==> src/rtl/merge_pass_sequencer_if.sv <==
// Launch/config and per-pass command bundle between the control logic,
// the multi-pass sequencer and the merger-tree datapath.
interface merge_pass_sequencer_if #(
    parameter int unsigned ADDR_WIDTH = 64,
    parameter int unsigned SIZE_WIDTH = 64,
    parameter int unsigned PASS_WIDTH = 8
);
    logic                  ap_start;
    logic                  ap_idle;
    logic                  ap_done;
    logic [SIZE_WIDTH-1:0] size;
    logic [PASS_WIDTH-1:0] num_pass;
    logic [ADDR_WIDTH-1:0] in_ptr;
    logic [ADDR_WIDTH-1:0] out_ptr;
    logic [ADDR_WIDTH-1:0] tmp_ptr;
    logic                  pass_start;
    logic                  pass_done;
    logic [ADDR_WIDTH-1:0] pass_src_addr;
    logic [ADDR_WIDTH-1:0] pass_dst_addr;
    logic [SIZE_WIDTH-1:0] pass_xfer_size;
    logic [SIZE_WIDTH-1:0] pass_run_len;
    logic [PASS_WIDTH-1:0] pass_idx;
    logic [63:0]           busy_cycles;

    // Environment side: issues launches and pass completions.
    modport master (
        output ap_start, size, num_pass, in_ptr, out_ptr, tmp_ptr, pass_done,
        input  ap_idle, ap_done, pass_start, pass_src_addr, pass_dst_addr,
               pass_xfer_size, pass_run_len, pass_idx, busy_cycles
    );

    // Sequencer side.
    modport slave (
        input  ap_start, size, num_pass, in_ptr, out_ptr, tmp_ptr, pass_done,
        output ap_idle, ap_done, pass_start, pass_src_addr, pass_dst_addr,
               pass_xfer_size, pass_run_len, pass_idx, busy_cycles
    );
endinterface

==> src/rtl/merge_pass_sequencer.sv <==
// Multi-pass scheduler for the merger-tree sort kernel: turns one launch into
// num_pass pass commands, ping-ponging buffers so the last pass writes out_ptr.
module merge_pass_sequencer #(
    parameter int unsigned ADDR_WIDTH     = 64,
    parameter int unsigned SIZE_WIDTH     = 64,
    parameter int unsigned PASS_WIDTH     = 8,
    parameter int unsigned LEAVES         = 16,
    parameter int unsigned INIT_RUN_BYTES = 64
) (
    input  logic                  ap_clk,
    input  logic                  areset,
    merge_pass_sequencer_if.slave bus
);
    localparam int unsigned RUN_SHIFT = $clog2(LEAVES);

    typedef enum logic [2:0] {
        S_IDLE,
        S_SETUP,
        S_LAUNCH,
        S_WAIT,
        S_NEXT,
        S_DONE
    } state_t;

    state_t                state_q;
    logic                  ap_idle_q;
    logic                  ap_done_q;
    logic                  pass_start_q;
    logic [SIZE_WIDTH-1:0] size_cfg_q;
    logic [PASS_WIDTH-1:0] np_cfg_q;
    logic [ADDR_WIDTH-1:0] in_cfg_q;
    logic [ADDR_WIDTH-1:0] out_cfg_q;
    logic [ADDR_WIDTH-1:0] tmp_cfg_q;
    logic [ADDR_WIDTH-1:0] src_q;
    logic [ADDR_WIDTH-1:0] dst_q;
    logic [SIZE_WIDTH-1:0] xfer_q;
    logic [SIZE_WIDTH-1:0] run_q;
    logic [PASS_WIDTH-1:0] idx_q;
    logic [63:0]           cnt_q;
    logic [63:0]           busy_q;

    logic [PASS_WIDTH-1:0] rem_first_d;
    logic [PASS_WIDTH-1:0] rem_next_d;
    logic [ADDR_WIDTH-1:0] dst_first_d;
    logic [ADDR_WIDTH-1:0] dst_next_d;
    logic [SIZE_WIDTH-1:0] run_first_d;
    logic [SIZE_WIDTH-1:0] run_next_d;
    logic                  last_pass_d;

    // Destination parity, saturating run growth and last-pass detection.
    always_comb begin
        rem_first_d = np_cfg_q - PASS_WIDTH'(1);
        rem_next_d  = np_cfg_q - PASS_WIDTH'(2) - idx_q;
        dst_first_d = rem_first_d[0] ? tmp_cfg_q : out_cfg_q;
        dst_next_d  = rem_next_d[0] ? tmp_cfg_q : out_cfg_q;
        run_first_d = (size_cfg_q < SIZE_WIDTH'(INIT_RUN_BYTES)) ? size_cfg_q
                                                                 : SIZE_WIDTH'(INIT_RUN_BYTES);
        // Saturate before shifting so the run length can never wrap.
        run_next_d  = (run_q > (size_cfg_q >> RUN_SHIFT)) ? size_cfg_q : (run_q << RUN_SHIFT);
        last_pass_d = (idx_q == rem_first_d);
    end

    // Sequencer state machine with registered outputs.
    always_ff @(posedge ap_clk) begin
        if (areset) begin
            state_q      <= S_IDLE;
            ap_idle_q    <= 1'b1;
            ap_done_q    <= 1'b0;
            pass_start_q <= 1'b0;
            size_cfg_q   <= '0;
            np_cfg_q     <= '0;
            in_cfg_q     <= '0;
            out_cfg_q    <= '0;
            tmp_cfg_q    <= '0;
            src_q        <= '0;
            dst_q        <= '0;
            xfer_q       <= '0;
            run_q        <= '0;
            idx_q        <= '0;
            cnt_q        <= '0;
            busy_q       <= '0;
        end else begin
            pass_start_q <= 1'b0;
            ap_done_q    <= 1'b0;
            cnt_q        <= cnt_q + 64'd1;
            case (state_q)
                S_IDLE: begin
                    cnt_q     <= cnt_q;
                    ap_idle_q <= 1'b1;
                    if (bus.ap_start) begin
                        size_cfg_q <= bus.size;
                        np_cfg_q   <= bus.num_pass;
                        in_cfg_q   <= bus.in_ptr;
                        out_cfg_q  <= bus.out_ptr;
                        tmp_cfg_q  <= bus.tmp_ptr;
                        cnt_q      <= 64'd1;
                        ap_idle_q  <= 1'b0;
                        if (bus.size == '0 || bus.num_pass == '0) begin
                            state_q <= S_DONE;
                        end else begin
                            state_q <= S_SETUP;
                        end
                    end
                end
                S_SETUP: begin
                    idx_q        <= '0;
                    src_q        <= in_cfg_q;
                    dst_q        <= dst_first_d;
                    run_q        <= run_first_d;
                    xfer_q       <= size_cfg_q;
                    pass_start_q <= 1'b1;
                    state_q      <= S_LAUNCH;
                end
                S_LAUNCH: begin
                    state_q <= S_WAIT;
                end
                S_WAIT: begin
                    if (bus.pass_done) begin
                        if (last_pass_d) begin
                            ap_done_q <= 1'b1;
                            busy_q    <= cnt_q + 64'd1;
                            state_q   <= S_DONE;
                        end else begin
                            state_q <= S_NEXT;
                        end
                    end
                end
                S_NEXT: begin
                    idx_q        <= idx_q + PASS_WIDTH'(1);
                    src_q        <= dst_q;
                    dst_q        <= dst_next_d;
                    run_q        <= run_next_d;
                    pass_start_q <= 1'b1;
                    state_q      <= S_LAUNCH;
                end
                S_DONE: begin
                    // Pass path arrives with ap_done already raised; zero-work path raises it here.
                    if (ap_done_q) begin
                        ap_idle_q <= 1'b1;
                        state_q   <= S_IDLE;
                    end else begin
                        ap_done_q <= 1'b1;
                        busy_q    <= cnt_q + 64'd1;
                    end
                end
                default: begin
                    state_q <= S_IDLE;
                end
            endcase
        end
    end

    assign bus.ap_idle        = ap_idle_q;
    assign bus.ap_done        = ap_done_q;
    assign bus.pass_start     = pass_start_q;
    assign bus.pass_src_addr  = src_q;
    assign bus.pass_dst_addr  = dst_q;
    assign bus.pass_xfer_size = xfer_q;
    assign bus.pass_run_len   = run_q;
    assign bus.pass_idx       = idx_q;
    assign bus.busy_cycles    = busy_q;
endmodule

==> src/flat_wrapper.sv <==
// flat-port wrapper written by rule: the top's interface ports become plain ports
module merge_pass_sequencer_flat 
#(
    parameter int unsigned ADDR_WIDTH     = 64,
    parameter int unsigned SIZE_WIDTH     = 64,
    parameter int unsigned PASS_WIDTH     = 8,
    parameter int unsigned LEAVES         = 16,
    parameter int unsigned INIT_RUN_BYTES = 64
)
  (ap_clk, areset, bus_ap_start, bus_size, bus_num_pass, bus_in_ptr, bus_out_ptr, bus_tmp_ptr, bus_pass_done, bus_ap_idle, bus_ap_done, bus_pass_start, bus_pass_src_addr, bus_pass_dst_addr, bus_pass_xfer_size, bus_pass_run_len, bus_pass_idx, bus_busy_cycles);
  merge_pass_sequencer_if #(.ADDR_WIDTH(ADDR_WIDTH), .SIZE_WIDTH(SIZE_WIDTH), .PASS_WIDTH(PASS_WIDTH)) bus_i ();
  input  logic ap_clk;
  input  logic areset;
  input wire logic [$bits(bus_i.ap_start)-1:0] bus_ap_start;
  input wire logic [$bits(bus_i.size)-1:0] bus_size;
  input wire logic [$bits(bus_i.num_pass)-1:0] bus_num_pass;
  input wire logic [$bits(bus_i.in_ptr)-1:0] bus_in_ptr;
  input wire logic [$bits(bus_i.out_ptr)-1:0] bus_out_ptr;
  input wire logic [$bits(bus_i.tmp_ptr)-1:0] bus_tmp_ptr;
  input wire logic [$bits(bus_i.pass_done)-1:0] bus_pass_done;
  output wire logic [$bits(bus_i.ap_idle)-1:0] bus_ap_idle;
  output wire logic [$bits(bus_i.ap_done)-1:0] bus_ap_done;
  output wire logic [$bits(bus_i.pass_start)-1:0] bus_pass_start;
  output wire logic [$bits(bus_i.pass_src_addr)-1:0] bus_pass_src_addr;
  output wire logic [$bits(bus_i.pass_dst_addr)-1:0] bus_pass_dst_addr;
  output wire logic [$bits(bus_i.pass_xfer_size)-1:0] bus_pass_xfer_size;
  output wire logic [$bits(bus_i.pass_run_len)-1:0] bus_pass_run_len;
  output wire logic [$bits(bus_i.pass_idx)-1:0] bus_pass_idx;
  output wire logic [$bits(bus_i.busy_cycles)-1:0] bus_busy_cycles;
  assign bus_i.ap_start = bus_ap_start;
  assign bus_i.size = bus_size;
  assign bus_i.num_pass = bus_num_pass;
  assign bus_i.in_ptr = bus_in_ptr;
  assign bus_i.out_ptr = bus_out_ptr;
  assign bus_i.tmp_ptr = bus_tmp_ptr;
  assign bus_i.pass_done = bus_pass_done;
  assign bus_ap_idle = bus_i.ap_idle;
  assign bus_ap_done = bus_i.ap_done;
  assign bus_pass_start = bus_i.pass_start;
  assign bus_pass_src_addr = bus_i.pass_src_addr;
  assign bus_pass_dst_addr = bus_i.pass_dst_addr;
  assign bus_pass_xfer_size = bus_i.pass_xfer_size;
  assign bus_pass_run_len = bus_i.pass_run_len;
  assign bus_pass_idx = bus_i.pass_idx;
  assign bus_busy_cycles = bus_i.busy_cycles;
  merge_pass_sequencer #(.ADDR_WIDTH(ADDR_WIDTH), .SIZE_WIDTH(SIZE_WIDTH), .PASS_WIDTH(PASS_WIDTH), .LEAVES(LEAVES), .INIT_RUN_BYTES(INIT_RUN_BYTES)) u_core (.ap_clk(ap_clk), .areset(areset), .bus(bus_i));
endmodule
==> config.mk <==
export PLATFORM = sky130hd
export DESIGN_NAME = merge_pass_sequencer_flat
export DESIGN_NICKNAME = d
export VERILOG_FILES = /design/src/rtl/merge_pass_sequencer_if.sv /design/src/rtl/merge_pass_sequencer.sv /design/src/flat_wrapper.sv
export SDC_FILE = /design/constraint.sdc
export NUM_CORES = 2
export LEC_CHECK = 0
export ABC_AREA = 1
export BUFFER_PORTS_ARGS = -buffer_cell sky130_fd_sc_hd__buf_2
export CAP_MARGIN = 20
export CORE_MARGIN = 2
export CORE_UTILIZATION = 30
export CTS_CLUSTER_DIAMETER = 80
export DETAILED_ROUTE_END_ITERATION = 10
export HOLD_SLACK_MARGIN = 0.05
export SKIP_CTS_REPAIR_TIMING = 1
export SLEW_MARGIN = 0
export SYNTH_ARGS = -nofsm -noshare
export SYNTH_HDL_FRONTEND = slang
export SYNTH_SLANG_ARGS = --single-unit
==> constraint.sdc <==
create_clock -name ap_clk -period 2.1 [get_ports ap_clk]
set_input_delay 0.315 -clock ap_clk [delete_from_list [all_inputs] [get_ports ap_clk]]
set_output_delay 0.315 -clock ap_clk [all_outputs]
set_load 0.005 [all_outputs]
==> impl_metrics.ini <==
[run_status]
status = complete, but fails checks
violations = hold timing, setup timing

[power_and_ir_drop]
peakVddDrop_mv = 0.694
design_power_total_w = 0.0418
p_leak_nw = 18.9
p_per_area_nw_per_um2 = 952

[sta]
finalSetupViolations = 102
post-route-period-util_pct = 112
clock_skew_ps = 44.4
hold_viol = 1
final.setup.tns_ps = -13220
rsz0062_at_grt = yes
finalWorstSetupSlack_ps = -258
slew_viol_final = 0
period_minus_slack_ps = 2360
tightest_slew_ps = 776
fmax_ghz = 0.424
whs_ps = -9.82
relSlewSlack_pct = 48.3

[detailed_routing]
via_count = 32213
drtAntennaViolNets = 0
drc = 0
post_drt_via_cell_ratio = 4.96
drt_iter0_markers = 2590
drt-pass1-iter-count = 7
wl_per_cell_um = 17.5
drt_wl_total_mm = 114

[finish]
area_growth_syn_to_layout_pct = 47.1
drive_above_1_share_pct = 28.4
stdcell_count = 6490
finalNetCount = 5473

[yosys]
synth.distinct_cells = 47
synthMuxAreaShare_pct = 0
synthArstFlopShare_pct = 0
synth-simple-area-share_pct = 18.2
syn_area_um2 = 29900
synth_area_leaders = dfxtp_1 44%, a21oi_1 12%, o21ai_0 8.9%
ys_warn_count = 0
synthesis.nets = 4427
synth_top_area_share_pct = 44.4
avgSynthCellArea_um2 = 7.29
synth_top_family_by_area = compound AO/OA/AOI/OAI gates
synth-seq-area-share_pct = 44.4
ys_ff_latch = 662
synth_compound_area_share_pct = 23.2
synthXorXnorAreaFrac_pct = 2.08
yosys.area.top_type = dfxtp_1
netlist_instances = 4096
synth-main-ff-cell = dfxtp_1
synth-edff-count = 0
synth_adder_area_share_pct = 2.64

[critical_path]
crit_type = register to register
cp_cell_sequence = inv_1 > ha_1 > nand2_1 > inv_1 > o21ai_0 > a21oi_1 > nor2_1 > nand2_1 > a21oi_2 > nand2_4 > nand2_8 > buf_12 > buf_6 > nand2_1 > nand3_1 > a21oi_1
max_stage_delay_ps = 350
worstPathArrival_ps = 2880
cp_max_fo = 6
endpoint_kind = register
crit_slowest_cell = dfxtp_1
cp_data_required_time_ps = 2620
worst_path_most_repeated_cell = nand2_1
critPathLaunchType = register

[global_route]
antenna_found_initial = 6
track_usage_pct = 20.4
overflow = 0
grt_max_degree = 134
grt_pass1_wl_mm = 167
first_global_vias = 29116

[floorplan]
ios = 599
die_h_um = 320
die_w_um = 320
core_um2 = 98600
die-area_um2 = 102000
start_util_pct = 30.3
rows = 115

[job]
cap_violations = 0

[cts]
clockBufferDepth = 3
clock_latency_ps = 660
cts.sinks = 662
cts_buffers = 77
htree_levels = 3
clkSlewWorstSetupHoldPaths_ps = 60
tritoncts = yes
cts_root_buffer = clkbuf_16

[place]
port_buffers = 598
placedCellCount = 6057
dp_hpwl_mm = 77.3
gp_routability_congestion = 0.931

[min_path]
hp-class = primary input to register
-- registers in the layout (all words and copies together) (netlist names) --
signal	cells
u_core.bus.ap_done	1
u_core.bus.ap_idle	1
u_core.bus.busy_cycles	64
u_core.bus.pass_dst_addr	64
u_core.bus.pass_idx	8
u_core.bus.pass_run_len	64
u_core.bus.pass_src_addr	64
u_core.bus.pass_start	1
u_core.bus.pass_xfer_size	64
u_core.cnt_q	64
u_core.in_cfg_q	64
u_core.np_cfg_q	8
u_core.out_cfg_q	64
u_core.size_cfg_q	64
u_core.state_q	3
u_core.tmp_cfg_q	64
-- kinds of logic (layout without fill, tap and decap cells) --
family | Yosys count | in the layout
XOR/XNOR | 71 | 71
adder cells (fa/ha/maj) | 63 | 63
buffers and inverters | 726 | 1832
AND/OR/NAND/NOR | 1244 | 1244
flip-flops | 662 | 662
AO/OA/AOI/OAI | 1330 | 1330
other | 0 | 1
-- where the power goes --
part | switching, W | leakage (nW) | total (W) | internal (W)
combinational | 0.00704 | 12.1 | 0.0114 | 0.00441
sequential | 0.00131 | 5.43 | 0.0160 | 0.0147
clock | 0.00580 | 1.32 | 0.0143 | 0.00854
total | 0.0142 | 18.9 | 0.0418 | 0.0277
-- synthesized netlist by cell type, types with 29 or more instances --
master    instances
a21oi_1         717
dfxtp_1         662
nand2_1         571
o21ai_0         532
inv_1           431
nor2_1          326
clkbuf_1        228
nand3_1         162
a221oi_1         64
ha_1             63
xor2_1           56
nor3_1           40
nand3b_1         38
nand4_1          36
nor4_1           29
-- final timing paths --
check	end	depth (start not counted)	startpoint	slack [ps]
worst max-delay path	u_core.bus.pass_run_len[9]	16	u_core.size_cfg_q[45]	-260
worst min-delay path	u_core.size_cfg_q[52]	3	bus_size[52]	-10
worst max register to register	u_core.bus.pass_run_len[9]	16	u_core.size_cfg_q[45]	-260
worst min register to register	u_core.in_cfg_q[58]	2	u_core.in_cfg_q[58]	450
-- cell usage in the layout, fill, tap and decap left out, types with 16 or more instances in the layout --
master	instances
nand3_2	21
dlygate4sd3_1	243
ha_1	47
dfxtp_2	31
nand3_1	138
buf_6	28
a21oi_1	674
a221oi_1	64
buf_12	42
nand2_1	505
ha_4	16
buf_4	327
xor2_1	40
nand3b_1	38
nor2_2	43
nand4_1	36
o21ai_0	530
nor2_1	275
a21oi_2	39
nor3_1	25
nor2_4	20
buf_2	597
nor4_1	28
clkbuf_8	17
clkbuf_16	89
dfxtp_1	625
nand2_2	51
inv_2	16
nand2_4	18
inv_1	413
-- critical path, delay by kind of cell (launching register included) --
family	cells	cell delay [ps]
simple gates	7	710
compound gates	4	530
flops	1	350
buf+inv	4	330
fa+ha+maj	1	300
-- per-layer routing --
layer	wire length, µm	part of all wire (%)	track usage (%)
met3	7420	6.5	5.18
met2	53500	47	32.9
met5	50	0.044	0
met1	49300	43	26.2
met4	3590	3.2	7.17
-- final cells by class --
class	count	area, µm²
fillers	9642	54600
multi-input cells	2708	15200
flip-flops and latches	662	13300
repair buffers	1256	9440
clock buffers	107	2250
inverters	437	1670
well taps	1287	1610
clock inverters	32	448
diodes	1	2.50
-- metrics by stage --
stage / instance area [µm²] / util, % / worst slack, ps
after floorplan: 29900 / - / 25.4
after global placement: 36600 / 37.1 / -286
after detailed placement: 36600 / 37.1 / -408
after CTS: 39300 / 39.9 / -412
after global routing: 44000 / 44.6 / -307
final: 44000 / 44.6 / -258
(Power assumes the default switching activity.)
